`src/rtl/rtc_pkg.sv`:
```
// Shared types and constants for the RTC time-write path.
package rtc_pkg;

  typedef enum logic [2:0] {
    IDLE,
    CHECK,
    REQ,
    GAP,
    FIN
  } state_t;

  typedef enum logic [1:0] {
    W_SEC,
    W_MIN,
    W_HOUR
  } wsel_t;

  localparam logic [7:0] RTC_ADDR_SEC  = 8'h21;
  localparam logic [7:0] RTC_ADDR_MIN  = 8'h22;
  localparam logic [7:0] RTC_ADDR_HOUR = 8'h23;

  localparam int unsigned HOUR_12H_BIT = 6;
  localparam int unsigned HOUR_PM_BIT  = 5;

  function automatic logic bcd_byte_ok(input logic [7:0] b);
    return (b[7:4] <= 4'd9) && (b[3:0] <= 4'd9);
  endfunction

  // 12h mode keeps only the 5-bit BCD hour (01..12) and adds the mode/PM flags.
  function automatic logic [7:0] hour_reg(input logic [7:0] hc, input logic pm,
                                          input logic fmt);
    logic [7:0] r;
    r = '0;
    if (fmt) begin
      r[HOUR_12H_BIT] = 1'b1;
      r[HOUR_PM_BIT]  = pm;
      r[4:0]          = hc[4:0];
    end else begin
      r[5:0] = hc[5:0];
    end
    return r;
  endfunction

endpackage

```
`src/rtl/bcd_time_check.sv`:
```
// Combinational range check of a packed-BCD time for 12h or 24h mode.
module bcd_time_check
  import rtc_pkg::*;
(
  input  logic [7:0] hc,
  input  logic [7:0] mc,
  input  logic [7:0] sc,
  input  logic       format,
  output logic       ok
);

  logic digits_ok;
  logic ms_ok;
  logic hour_ok;

  always_comb begin
    digits_ok = bcd_byte_ok(hc) && bcd_byte_ok(mc) && bcd_byte_ok(sc);
    ms_ok     = (sc <= 8'h59) && (mc <= 8'h59);
    hour_ok   = format ? ((hc >= 8'h01) && (hc <= 8'h12)) : (hc <= 8'h23);
    ok        = digits_ok && ms_ok && hour_ok;
  end

endmodule

```
`src/rtl/rtc_time_writer.sv`:
```
// Validates a committed BCD time and writes seconds, minutes, hours to the RTC
// over a req/ack bus, reporting done or err.
module rtc_time_writer
  import rtc_pkg::*;
#(
  parameter logic [7:0]  ADDR_SEC    = RTC_ADDR_SEC,
  parameter logic [7:0]  ADDR_MIN    = RTC_ADDR_MIN,
  parameter logic [7:0]  ADDR_HOUR   = RTC_ADDR_HOUR,
  parameter int unsigned TIMEOUT_CYC = 1023
) (
  input  logic       clk,
  input  logic       reset,
  input  logic       commit,
  input  logic [7:0] HC,
  input  logic [7:0] MC,
  input  logic [7:0] SC,
  input  logic       AmPm,
  input  logic       format,
  input  logic       wr_ack,
  output logic       wr_req,
  output logic [7:0] wr_addr,
  output logic [7:0] wr_data,
  output logic       busy,
  output logic       done,
  output logic       err
);

  localparam int unsigned CW = $clog2(TIMEOUT_CYC + 1);

  state_t        state_q, state_d;
  wsel_t         idx_q, idx_d;
  logic [CW-1:0] cnt_q, cnt_d;
  logic          commit_q;
  logic          start;
  logic          timeout;
  logic          time_ok;

  logic [7:0] hc_q, mc_q, sc_q;
  logic       ampm_q, fmt_q;

  logic       wr_req_d, busy_d, done_d, err_d;
  logic [7:0] wr_addr_d, wr_data_d;

  // busy also covers the done/err pulse cycle, so a commit edge there is dropped
  assign start   = commit && !commit_q && !busy;
  assign timeout = (cnt_q == CW'(TIMEOUT_CYC - 1));

  bcd_time_check u_check (
    .hc     (hc_q),
    .mc     (mc_q),
    .sc     (sc_q),
    .format (fmt_q),
    .ok     (time_ok)
  );

  always_ff @(posedge clk or posedge reset) begin
    if (reset) begin
      hc_q   <= '0;
      mc_q   <= '0;
      sc_q   <= '0;
      ampm_q <= 1'b0;
      fmt_q  <= 1'b0;
    end else if (state_q == IDLE && start) begin
      hc_q   <= HC;
      mc_q   <= MC;
      sc_q   <= SC;
      ampm_q <= AmPm;
      fmt_q  <= format;
    end
  end

  always_ff @(posedge clk or posedge reset) begin
    if (reset) begin
      state_q  <= IDLE;
      idx_q    <= W_SEC;
      cnt_q    <= '0;
      commit_q <= 1'b0;
      wr_req   <= 1'b0;
      wr_addr  <= '0;
      wr_data  <= '0;
      busy     <= 1'b0;
      done     <= 1'b0;
      err      <= 1'b0;
    end else begin
      state_q  <= state_d;
      idx_q    <= idx_d;
      cnt_q    <= cnt_d;
      commit_q <= commit;
      wr_req   <= wr_req_d;
      wr_addr  <= wr_addr_d;
      wr_data  <= wr_data_d;
      busy     <= busy_d;
      done     <= done_d;
      err      <= err_d;
    end
  end

  always_comb begin
    state_d = state_q;
    idx_d   = idx_q;
    cnt_d   = cnt_q;
    case (state_q)
      IDLE: if (start) state_d = CHECK;
      CHECK: begin
        idx_d   = W_SEC;
        cnt_d   = '0;
        state_d = time_ok ? REQ : IDLE;
      end
      REQ: begin
        if (wr_ack) begin
          cnt_d   = '0;
          state_d = GAP;
        end else if (timeout) begin
          cnt_d   = '0;
          state_d = IDLE;
        end else begin
          cnt_d = cnt_q + CW'(1);
        end
      end
      GAP: begin
        case (idx_q)
          W_SEC: begin
            idx_d   = W_MIN;
            state_d = REQ;
          end
          W_MIN: begin
            idx_d   = W_HOUR;
            state_d = REQ;
          end
          default: state_d = FIN;
        endcase
      end
      FIN:     state_d = IDLE;
      default: state_d = IDLE;
    endcase
  end

  // Outputs are registered from the next state so each REQ entry presents
  // a stable address/data pair for the whole request.
  always_comb begin
    wr_req_d  = (state_d == REQ);
    wr_addr_d = wr_addr;
    wr_data_d = wr_data;
    if (state_d == REQ && state_q != REQ) begin
      case (idx_d)
        W_SEC: begin
          wr_addr_d = ADDR_SEC;
          wr_data_d = sc_q;
        end
        W_MIN: begin
          wr_addr_d = ADDR_MIN;
          wr_data_d = mc_q;
        end
        default: begin
          wr_addr_d = ADDR_HOUR;
          wr_data_d = hour_reg(hc_q, ampm_q, fmt_q);
        end
      endcase
    end
    err_d  = ((state_q == CHECK) && !time_ok) ||
             ((state_q == REQ) && !wr_ack && timeout);
    done_d = (state_d == FIN);
    busy_d = (state_d != IDLE) || err_d;
  end

endmodule

```
`config.mk`:
```
export PLATFORM = sky130hd
export DESIGN_NAME = rtc_time_writer
export DESIGN_NICKNAME = d
export VERILOG_FILES = /design/src/rtl/rtc_pkg.sv /design/src/rtl/bcd_time_check.sv /design/src/rtl/rtc_time_writer.sv
export SDC_FILE = /design/constraint.sdc
export NUM_CORES = 1
export LEC_CHECK = 0
export CAP_MARGIN = 15
export CORE_AREA = 3 3 93 95
export CTS_CLUSTER_DIAMETER = 200
export DETAILED_ROUTE_END_ITERATION = 8
export DIE_AREA = 0 0 96 98
export HOLD_SLACK_MARGIN = 0.08
export PLACE_DENSITY = 0.57
export SLEW_MARGIN = 0
export SYNTH_ARGS = -nofsm -noshare
export SYNTH_HDL_FRONTEND = slang
export SYNTH_SLANG_ARGS = --single-unit
export TNS_END_PERCENT = 100
```
`constraint.sdc`:
```
create_clock -name clk -period 2.5 [get_ports clk]
set_input_delay 0.75 -clock clk [delete_from_list [all_inputs] [get_ports clk]]
set_output_delay 0.75 -clock clk [all_outputs]
set_load 0.01 [all_outputs]
```
# Word level (Yosys, flattened, before mapping)

Index checks and enable logic that the tools add are counted.
Widths: inputs -> output; s select.

Register bits after elaboration: 62
Latch bits: 0
Bits in writable memories: 0
Memories: 0
ROM bits: 0

Bitwise logic cells: 0
Multipliers: 0
$add $sub $neg: 1
Reductions and logical operators: 28
Div/mod/pow operators: 0
Shifts and indexed selects: 0
$lt $le $gt $ge: 11
Equal/unequal tests: 9
Muxes and demuxes: 16

Operators by type and width:

| operator              | number |
|---|---|
| $le 4x4->1 const B    | 6 |
| $mux 10               | 2 |
| $pmux 10 s2           | 1 |
| $le 8x7->1 const B    | 2 |
| $logic_and 1x1->1     | 16 |
| $pmux 8 s2            | 1 |
| $mux 3                | 4 |
| $pmux 2 s2            | 3 |
| $pmux 3 s4            | 1 |
| $add 10x1->10 const B | 1 |
| $eq 10x10->1 const B  | 1 |
| $eq 3x2->1 const B    | 3 |
| $ge 8x1->1 const B    | 1 |
| $le 8x5->1 const B    | 1 |
| $le 8x6->1 const B    | 1 |
| $mux 6                | 1 |
| $eq 2x1->1 const B    | 2 |
| $logic_not 1->1       | 4 |
| $logic_not 2->1       | 2 |
| $eq 3x1->1 const B    | 1 |
| $eq 3x3->1 const B    | 1 |
| $logic_not 3->1       | 1 |
| $ne 3x2->1 const B    | 1 |
| $reduce_bool 3->1     | 1 |
| 5 further kinds       | 7 |

# Logic depth before layout (Yosys ltp)

Gate-level depths: netlist of the first run.

Word-level depth: 10
Depth in mapped cells: 8

# Cells and area by module

Synthesis of the first run repeated with hierarchy kept, for this count alone.

Cells, all modules: 230
Area total of the unflattened synthesis: 2722.6 µm²

By module, submodules not included:

| module          | sequential area each (µm²) | area each (µm²) | cells an instance | instances |
|---|---|---|---|---|
| rtc_time_writer | 1426.4                     | 2636.3          | 217               | 1 |
| bcd_time_check  | 0.0                        | 86.3            | 13                | 1 |

# Worst setup path before layout of the first run

Ideal clock, no wire load.

Path kind: input to register
Start: input port commit
End: register wr_addr[1]
Cell stages on the path: 6
Slack: 0.305 ns
Setup time: 0.125 ns
Required time: 2.375 ns
Data arrival time: 2.070 ns
Cells stage by stage: and3b_1 -> clkbuf_1 -> a211o_1 -> a211oi_4 -> buf_6 -> mux2_4

Cells in the longest elaborated chain, start to end: 6

Ends and longest elaborated chain:

| item                           | line                   | RTL |
|---|---|---|
| start: declaration             | rtc_time_writer.sv:13  | `input logic commit,` |
| $logic_and 1x1->1 (2 in a row) | rtc_time_writer.sv:45  | `assign start = commit && !commit_q && !busy;` |
| $mux 3                         | rtc_time_writer.sv:103 | `IDLE: if (start) state_d = CHECK;` |
| $pmux 3 s4                     | rtc_time_writer.sv:102 | `case (state_q)` |
| $eq 3x2->1                     | rtc_time_writer.sv:144 | `if (state_d == REQ && state_q != REQ) begin` |
| $logic_and 1x1->1              | rtc_time_writer.sv:144 |  |
| end signal: assignment         | rtc_time_writer.sv:90  | `wr_addr <= wr_addr_d;` |
| end: declaration               | rtc_time_writer.sv:21  | `output logic [7:0] wr_addr,` |

No other way between the ends.
A chain may end at the register's enable or synchronous reset.

# Final worst setup path of the first run

Start: register hc_q[4]
End: register wr_addr[1]

Cells in the longest elaborated chain, start to end: 10

Ends and longest elaborated chain:

| item                                               | line                   | RTL |
|---|---|---|
| start: declaration                                 | rtc_time_writer.sv:38  | `logic [7:0] hc_q, mc_q, sc_q;` |
| start signal: assignment                           | rtc_time_writer.sv:58  | `hc_q <= '0;` |
| start signal: assignment                           | rtc_time_writer.sv:64  | `hc_q <= HC;` |
| branches (longest 5 deep; another with $ge 8x1->1) | -                      |  |
| $logic_and 1x1->1 *                                | bcd_time_check.sv:20   | `ok = digits_ok && ms_ok && hour_ok;` |
| $mux 2 *                                           | rtc_time_writer.sv:107 | `state_d = time_ok ? REQ : IDLE;` |
| $pmux 3 s4 *                                       | rtc_time_writer.sv:102 |  |
| $eq 3x2->1 *                                       | rtc_time_writer.sv:144 |  |
| $logic_and 1x1->1 *                                | rtc_time_writer.sv:144 |  |

Mark *: on every way between the ends.

==> qor.yml, run 1 <==
async_flop_share_pct: 100
r2r_start: "hc_q[4]"
core_area_um2: 7810
fin_worst_skew_ns: 0.0103
rsz0062_at_grt: "no"
yosysWarnings: 0
power_density_nw_per_um2: 1180
drive_gt1_share_pct: 11.4
fillers: 749
nets: 379
fmax_ghz: 0.426
avgSynthCellArea_um2: 9.52
whs_path_depth: 1
max_cap_viol_count: 0
clockBufferDepth: 2
die_w_um: 96
whs_endpoint: "wr_addr[5]"
grt_pass1_vias: 2116
status: "finished clean"
drv_slew: 0
cp.arrival_ns: 2.56
grt_pass1_wl_um: 10300
wl_um: 6030
power.switching_uw: 1460
cp_max_fo: 10
clk_latency_ns: 0.34
synthToLayoutAreaGrowth_pct: 30.6
drc: 0
num_antenna_cells: 0
cts_tree: "built"
htree_levels: 3
final_common_cell: "nand2_1"
synthCells: 291
gp_congestion: 0.792
grtUsageTotal_pct: 14.2
start_util_pct: 35.5
grt_max_degree: 42
ant_nets: 0
total_leakage_power_uw: 0.00175
postCtsSetupRepairBufs: 0
clk_pin_slew_ns: 0.07
cts_buffers: 9
num_vias: 2190
drt_iter0_markers: 54
path_class: "reg2reg"
synth.cell_area_um2: 2770
root_buffer: "clkbuf_8"
p_comb_share_pct: 40.8
rrSetupSlack_ns: 0.15
worstPathRequired_ns: 2.72
power_frac_seq_pct: 34.4
clock_power_share_pct: 24.8
reg2reg_to: "wr_addr[1]"
slew_headroom_pct: 58.2
grt-ovfl-total: 0
placed_cell_area_um2: 3370
tightest_slew_ns: 0.622
first_pass_iters: 4
fin_area_um2: 3620
ys_ff_latch: 57
synth_edf_count: 0
switching_share_pct: 34.1
die_area_um2: 9410
ir_drop_uv: 376
seq_area_frac_synth_pct: 51.5
antenna_found_initial: 0
final_cell_mix: "86 x nand2_1, 57 x dfrtp_1, 44 x clkdlybuf4s50_1"
setup_viol: 0
io_pins: 50
synthFlopType: "dfrtp_1"
port_buffers: 44
hp-start: "wr_addr[5]"
ys_types: 46
reg2reg_depth: 6
routed_via_density: 4.85
worst_slack_ns: 0.153
fin_crit_ns: 2.35
hp-class: "reg2reg"
startpoint_type: "register"
post-route-period-util_pct: 93.9
fp.dieH_um: 98
num_rows: 32
p_int_uw: 2810
ctsHoldBuffers: 0
end_kind: "register"
pre_cts_slack_ns: -0.0876
cts_resized: 0
post_drt_wl_per_cell_um: 13.3
post-dp-hpwl_um: 4370
hold_viol: 0
cts_num_sinks: 57
-- Yosys cell counts, drive strengths merged, types with 2 or more instances --
cell type   n  area share (%)
ha          4             1.8
or3         2            0.63
nor4bb      2            0.72
buf         7             1.9
inv         9             1.2
and3        5             1.1
nand3      11             2.0
nor4        2            0.45
nand2b      2            0.45
clkbuf      9             1.2
a21oi      12             2.2
nor2b       4            0.90
a211oi      2            0.99
o31ai       8             2.2
mux2i       9             3.3
mux2        9             4.7
nor3        2            0.36
dfrtp      57              51
nor3b       2            0.72
nand3b      2            0.54
nor2       13             1.8
o21ai      15             2.7
nand2      86              12
-- power by group through the flow --
| stage | Combinational, uW | Clock [uW] | Sequential, uW |
|---|---|---|---|
| floorplan | 1160 | 0 | 1450 |
| global placement | 1730 | 0 | 1480 |
| detailed placement | 1760 | 0 | 1490 |
| CTS | 1770 | 1080 | 1470 |
| global route | 1970 | 1130 | 1510 |
| finish | 1740 | 1060 | 1470 |
-- worst max-delay path, cell delays in order, from the launching register on --
cell and delay [ns]:
dfrtp_1 0.44, a31o_1 0.23, a221o_1 0.32, or3_4 0.42
a211oi_4 0.32, buf_12 0.18, mux2_4 0.30
-- metrics by stage --
stage                     setup TNS (ns)  util, %  std cells  power (uW)  hold WS [ns]
after floorplan                        0        -        295        2600         0.445
after global placement            -0.454     43.2        436        3210         0.461
after detailed placement          -0.631     43.2        436        3250         0.461
after CTS                              0     46.3        452        4330         0.476
after global routing                   0     46.3        452        4610         0.494
final                                  0     46.3        452        4270         0.479
-- layer usage --
layer	wire length [um]	GRT usage, %
met4	63	3.61
met5	0	0
met2	2940	22.1
met1	2750	18.7
met3	272	5.24
-- sequential cells by signal (all words and copies together), names as in the netlist, 2 cells and up --
register / count
cnt_q: 10
idx_q: 2
sc_q: 8
state_q: 3
hc_q: 8
mc_q: 8
wr_addr: 3
wr_data: 8
-- kinds of logic after synthesis --
| family | Yosys count | synth area share (%) |
|---|---|---|
| and+or+nand+nor | 138 | 22.7 |
| DFF | 57 | 51.5 |
| AOI/OAI and AO/OA | 46 | 10.8 |
| buffers and inverters | 25 | 4.38 |
| muxes | 18 | 7.99 |
| adders and majority gates | 4 | 1.81 |
| xor gates and xnor gates | 2 | 0.632 |
| other | 1 | 0.135 |
-- layout make-up --
| cell class | count | area [um^2] | area share (%) |
|---|---|---|---|
| clock buffer | 11 | 141 | 3.91 |
| clock inverter | 5 | 103 | 2.84 |
| inverter | 9 | 33.8 | 0.934 |
| multi-input combinational | 213 | 1240 | 34.2 |
| sequential | 57 | 1430 | 39.4 |
| tap | 102 | 128 | 3.53 |
| timing repair buffer | 55 | 548 | 15.2 |
-- worst max path at each step --
stage | startpoint | end | cells after the start
2_1_floorplan | commit | wr_addr[1] | 6
3_3_place_gp | commit | wr_data[2] | 6
3_5_place_dp | commit | wr_addr[1] | 6
4_1_cts | hc_q[4] | wr_addr[1] | 6
5_1_grt | hc_q[4] | wr_addr[1] | 6
6_report | hc_q[4] | wr_addr[1] | 6
Note: power is estimated with default switching activity, not from simulation.
==> inputs of run 2 (changes only) <==
PLACE_DENSITY = 0.56   (was 0.57)
SYNTH_HIERARCHICAL = 1   (was not set)
==> run 2 against run 1 <==
- the flow now finishes with violations (setup timing)
- via count is 9.0% lower
- final cell count decreased by 8.0%
- area after synthesis decreased by 1.7%
- critical path depth rose by 3
- first-iteration DRC count up 15%
- routed wire length shrank 2.8%
- core utilization grew 2.3 points
- clock power fell by 8%
- maximum frequency down 12%
- critical path type unchanged
- critical endpoint is now wr_data[1]
- largest cell class unchanged
- largest power group unchanged
- highest routed layer unchanged
==> qor.yml, run 2 <==
status: "finished, violations left"
violations: "setup timing"
io_pins: 50
synthCells: 230
grt_pass1_wl_um: 9960
top_register: "cnt_q"
tns_ns: -1.63
grtUsageTotal_pct: 13.8
tightest_slew_ns: 0.684
grt_pass1_vias: 2118
core_area_um2: 7810
ant_nets: 0
worst_slack_ns: -0.162
post_drt_wl_per_cell_um: 14.1
fin_crit_ns: 2.66
synth_common_cells: "57 x dfrtp_1, 27 x mux2_2, 13 x nor2_1, 12 x o21ai_0"
hold_viol: 0
cts_num_sinks: 57
clockBufferDepth: 2
ys_ff_latch: 57
max_cap_viol_count: 0
grt_max_degree: 27
slew_headroom_pct: 54.3
htree_levels: 3
synth_top_family_by_area: "multiplexers"
synth_compound_area_share_pct: 8.50
synthXorXnorAreaFrac_pct: 1.29
critical_path_buf_inv_count: 2
crit_family: "compound AO/OA/AOI/OAI gates"
rrSetupSlack_ns: -0.16
antenna_found_initial: 0
synthToLayoutAreaGrowth_pct: 39.4
cp_max_fo: 11
fin_worst_skew_ns: 0.0119
fmax_ghz: 0.376
cp.arrival_ns: 2.87
ys_types: 43
async_flop_share_pct: 100
synth.cell_area_um2: 2720
synth_most_common_cell: "dfrtp_1"
worstPathRequired_ns: 2.71
drt_iter0_markers: 62
nets: 345
startpoint_type: "register"
grt-ovfl-total: 0
first_pass_iters: 4
multi_input_comb_area_um2: 1230
fin_util_pct: 48.6
num_rows: 32
power_density_nw_per_um2: 1260
wl_um: 5860
cpPeakStageDelay_ns: 0.41
pre_cts_slack_ns: -0.294
yosysTopAreaCell: "dfrtp_1"
synth_top_area_share_pct: 52.4
clk_latency_ns: 0.33
end_kind: "register"
hp-class: "reg2reg"
num_antenna_cells: 0
final_common_cell: "dfrtp_1"
crit_chain: "o41ai_2 > nand3_1 > a211oi_2 > inv_1 > o22a_1 > o221a_4 > nor4_4 > buf_12 > mux2_1"
yosys.area_share.adder_pct: 2.30
post-route-period-util_pct: 106
synthMuxAreaShare_pct: 18.2
rsz0062_at_grt: "yes"
root_buffer: "clkbuf_8"
clk_pin_slew_ns: 0.07
synth-simple-area-share_pct: 12.7
port_buffers: 44
holdWs_ns: 0.469
seq_area_frac_synth_pct: 52.4
largest_reg_flops: 10
die_area_um2: 9410
avgSynthCellArea_um2: 11.8
synthFlopType: "dfrtp_1"
ir_drop_uv: 429
drv_slew: 0
post-dp-hpwl_um: 4280
cts_buffers: 9
total_leakage_power_uw: 0.00175
yosysWarnings: 6
fillers: 730
routed_via_density: 4.79
drc: 0
cpMaxStageDelayCell: "dfrtp_1"
num_vias: 1992
gp_congestion: 0.742
register_area_um2: 1430
fp.dieH_um: 98
final_cell_mix: "57 x dfrtp_1, 44 x clkdlybuf4s50_1, 29 x buf_4"
drive_gt1_share_pct: 28.7
path_class: "reg2reg"
setup_viol: 11
start_util_pct: 34.9
die_w_um: 96
synthTopCellsByArea: "dfrtp_1 52%, mux2_2 11%, mux2_1 3.7%, mux2i_1 3.3%, ha_1 2.3%"
cts_tree: "built"
synth_edf_count: 0
run 2: where the power goes:
| part | internal [uW] | switching [uW] | total [uW] |
|---|---|---|---|
| Sequential | 1280 | 268 | 1550 |
| Clock | 611 | 362 | 973 |
| Combinational | 1330 | 937 | 2270 |
run 2: path summary, 6_finish.rpt:
check,from,to,depth (start not counted)
max reg2reg,hc_q[3],wr_data[1],9
max in group asynchronous,reset,idx_q[0],3
max,hc_q[3],wr_data[1],9
min reg2reg,wr_addr[5],wr_addr[5],1
min,wr_addr[5],wr_addr[5],1
min in group asynchronous,reset,cnt_q[2],2
run 2: worst register-to-register path, delay by kind of cell, from the launching register on:
family          cells  cell delay, ns
compound gates      4            1.11
simple gates        2            0.45
flops               1            0.41
mux                 1            0.32
buf+inv             2            0.25
run 2: metal layers:
layer	track usage, %	wire length, um
met1	17.3	2600
met2	22.3	2940
met3	4.70	257
met4	4.27	63
met5	0	0
run 2: cell type report:
type / instances / area share [%]
clock buffer: 11 / 3.99
clock inverter: 4 / 2.01
inverter: 10 / 0.989
multi-input combinational: 153 / 32.5
sequential: 57 / 37.6
tap: 102 / 3.36
timing repair buffer: 79 / 19.6
run 2: stage by stage:
step	total power, uW	instance area, um^2	std cells
2_1_floorplan	2760	2740	234
3_3_place_gp	3600	3480	397
3_5_place_dp	3640	3480	397
4_1_cts	4770	3770	415
5_1_grt	5160	3800	416
6_report	4800	3800	416
run 2: timing repair:
item | in CTS | in global routing
hold buffers | 0 | 0
setup endpoints to repair | 12 | 12
pin swaps | 3 | 0
gates resized for setup | 9 | 4
buffers inserted | 3 | 1
run 2: kinds of logic (layout without fill, tap and decap cells):
family / after synthesis / in the layout
compound gates: 37 / 37
xor+xnor: 4 / 4
fa+ha+maj: 5 / 5
buf+inv: 24 / 104
flops: 57 / 57
mux: 45 / 45
other cells: 1 / 5
simple gates: 57 / 57
==> inputs of run 3 (changes only) <==
CORE_AREA = 2 2 76 78   (was 3 3 93 95)
DIE_AREA = 0 0 78 80   (was 0 0 96 98)
PLACE_DENSITY = 0.77   (was 0.56)
==> run 3 against run 2 <==
- the run still ends with setup timing left
- sequential share of layout area is 0.36 points higher
- global-route usage grew 6.5 points
- first-iteration DRC count unchanged
- clock power down 7.7%
- register-to-register slack got worse by 0.02 ns
- critical path depth increased by 2
- via count rose by 1.4%
- core utilization rose by 21 points
- maximum frequency decreased by 0.69%
- largest power group unchanged
==> qor.yml, run 3 (synthesis results as in run 2) <==
status: "finished, violations left"
violations: "setup timing"
clk_latency_ns: 0.34
largest_reg_flops: 10
worstPathRequired_ns: 2.72
drt_iter0_markers: 62
fp.dieH_um: 80
core_area_um2: 5410
io_pins: 50
end_kind: "register"
final_common_cell: "dfrtp_1"
grt_max_degree: 58
fin_worst_skew_ns: 0.00941
hold_viol: 0
cts_buffers: 9
hp-class: "reg2reg"
tns_ns: -1.79
rsz0062_at_grt: "yes"
routed_via_density: 5.27
synthToLayoutAreaGrowth_pct: 38.1
placed_cell_area_um2: 3420
setup_viol: 12
worst_slack_ns: -0.181
post_drt_wl_per_cell_um: 15.3
fmax_ghz: 0.373
grt_pass1_wl_um: 9670
grt_pass1_vias: 2031
drc: 0
max_cap_viol_count: 0
power.total_uw: 4970
htree_levels: 3
slew_headroom_pct: 53.4
die_area_um2: 6240
cp_max_fo: 5
met1_length_um: 2550
wl_um: 5880
start_util_pct: 50.4
wl_met2_um: 2980
post-dp-hpwl_um: 4000
nets: 341
startpoint_type: "register"
grtUsageTotal_pct: 20.3
fin_area_um2: 3760
ant_nets: 0
drive_gt1_share_pct: 30.5
post-route-period-util_pct: 107
clk_pin_slew_ns: 0.06
power_density_nw_per_um2: 1320
gp_congestion: 0.797
grt-ovfl-total: 0
root_buffer: "clkbuf_8"
ir_drop_uv: 728
final_cell_mix: "57 x dfrtp_1, 44 x clkdlybuf4s50_1, 26 x mux2_2"
num_rows: 27
fin_crit_ns: 2.68
path_class: "reg2reg"
cp.arrival_ns: 2.90
tightest_slew_ns: 0.697
port_buffers: 44
first_pass_iters: 4
top_register: "cnt_q"
num_antenna_cells: 0
total_leakage_power_uw: 0.00175
cts_num_sinks: 57
cts_tree: "built"
drv_slew: 0
die_w_um: 78
met3WireLength_um: 252
clockBufferDepth: 2
dr.max_layer_used: "met4"
num_vias: 2020
antenna_found_initial: 0
run 3: area by class of cell:
class | instances | area, um^2
well taps | 72 | 90.1
flip-flops and latches | 57 | 1430
repair buffers | 75 | 727
fillers | 402 | 1650
multi-input cells | 153 | 1270
clock inverters | 2 | 35.0
inverters | 10 | 37.5
clock buffers | 14 | 173
run 3: report_power, final:
| group | switching [uW] | total, uW | internal (uW) |
|---|---|---|---|
| sequential | 275 | 1560 | 1280 |
| clock | 357 | 898 | 541 |
| combinational | 1030 | 2510 | 1480 |
| total | 1660 | 4970 | 3310 |
run 3: per-stage QoR:
stage / util, % / setup WS, ns / cells / hold WS (ns)
2_1_floorplan: - / 0.0122 / 234 / 0.460
3_3_place_gp: 63.3 / -0.140 / 364 / 0.455
3_5_place_dp: 63.3 / -0.197 / 364 / 0.457
4_1_cts: 67.5 / -0.159 / 381 / 0.476
5_1_grt: 69.6 / -0.216 / 383 / 0.496
6_report: 69.6 / -0.181 / 383 / 0.478
run 3: worst paths after layout:
path,start,endpoint,slack [ns],depth (start not counted)
max reg2reg,hc_q[3],wr_addr[0],-0.18,11
max in group asynchronous,reset,cnt_q[9],1.46,3
min in group asynchronous,reset,wr_addr[1],0.77,3
min reg2reg,wr_addr[5],wr_addr[5],0.48,1
max,hc_q[3],wr_addr[0],-0.18,11
min,wr_addr[5],wr_addr[5],0.48,1
run 3: layer usage:
metal	track usage, %	vias to the layer above
li1	-	969
met1	25.1	985
met2	33.9	55
met3	4.98	11
met4	8.95	0
met5	0	-
run 3: critical path: stages (launching register included):
cell and delay, ns:
dfrtp_1 0.39, buf_6 0.12, a211oi_2 0.23, mux2i_2 0.11, a211oi_2 0.28, inv_1 0.08
o22a_1 0.21, o221a_4 0.24, nor4_4 0.26, buf_4 0.19, clkbuf_16 0.15, mux2_4 0.29
run 3: timing repair:
action,CTS,global route
setup buffers,1,1
gates cloned,0,1
endpoints found under the setup margin,11,12
hold buffers,0,0
gates resized for setup,3,21
pin swaps,3,5
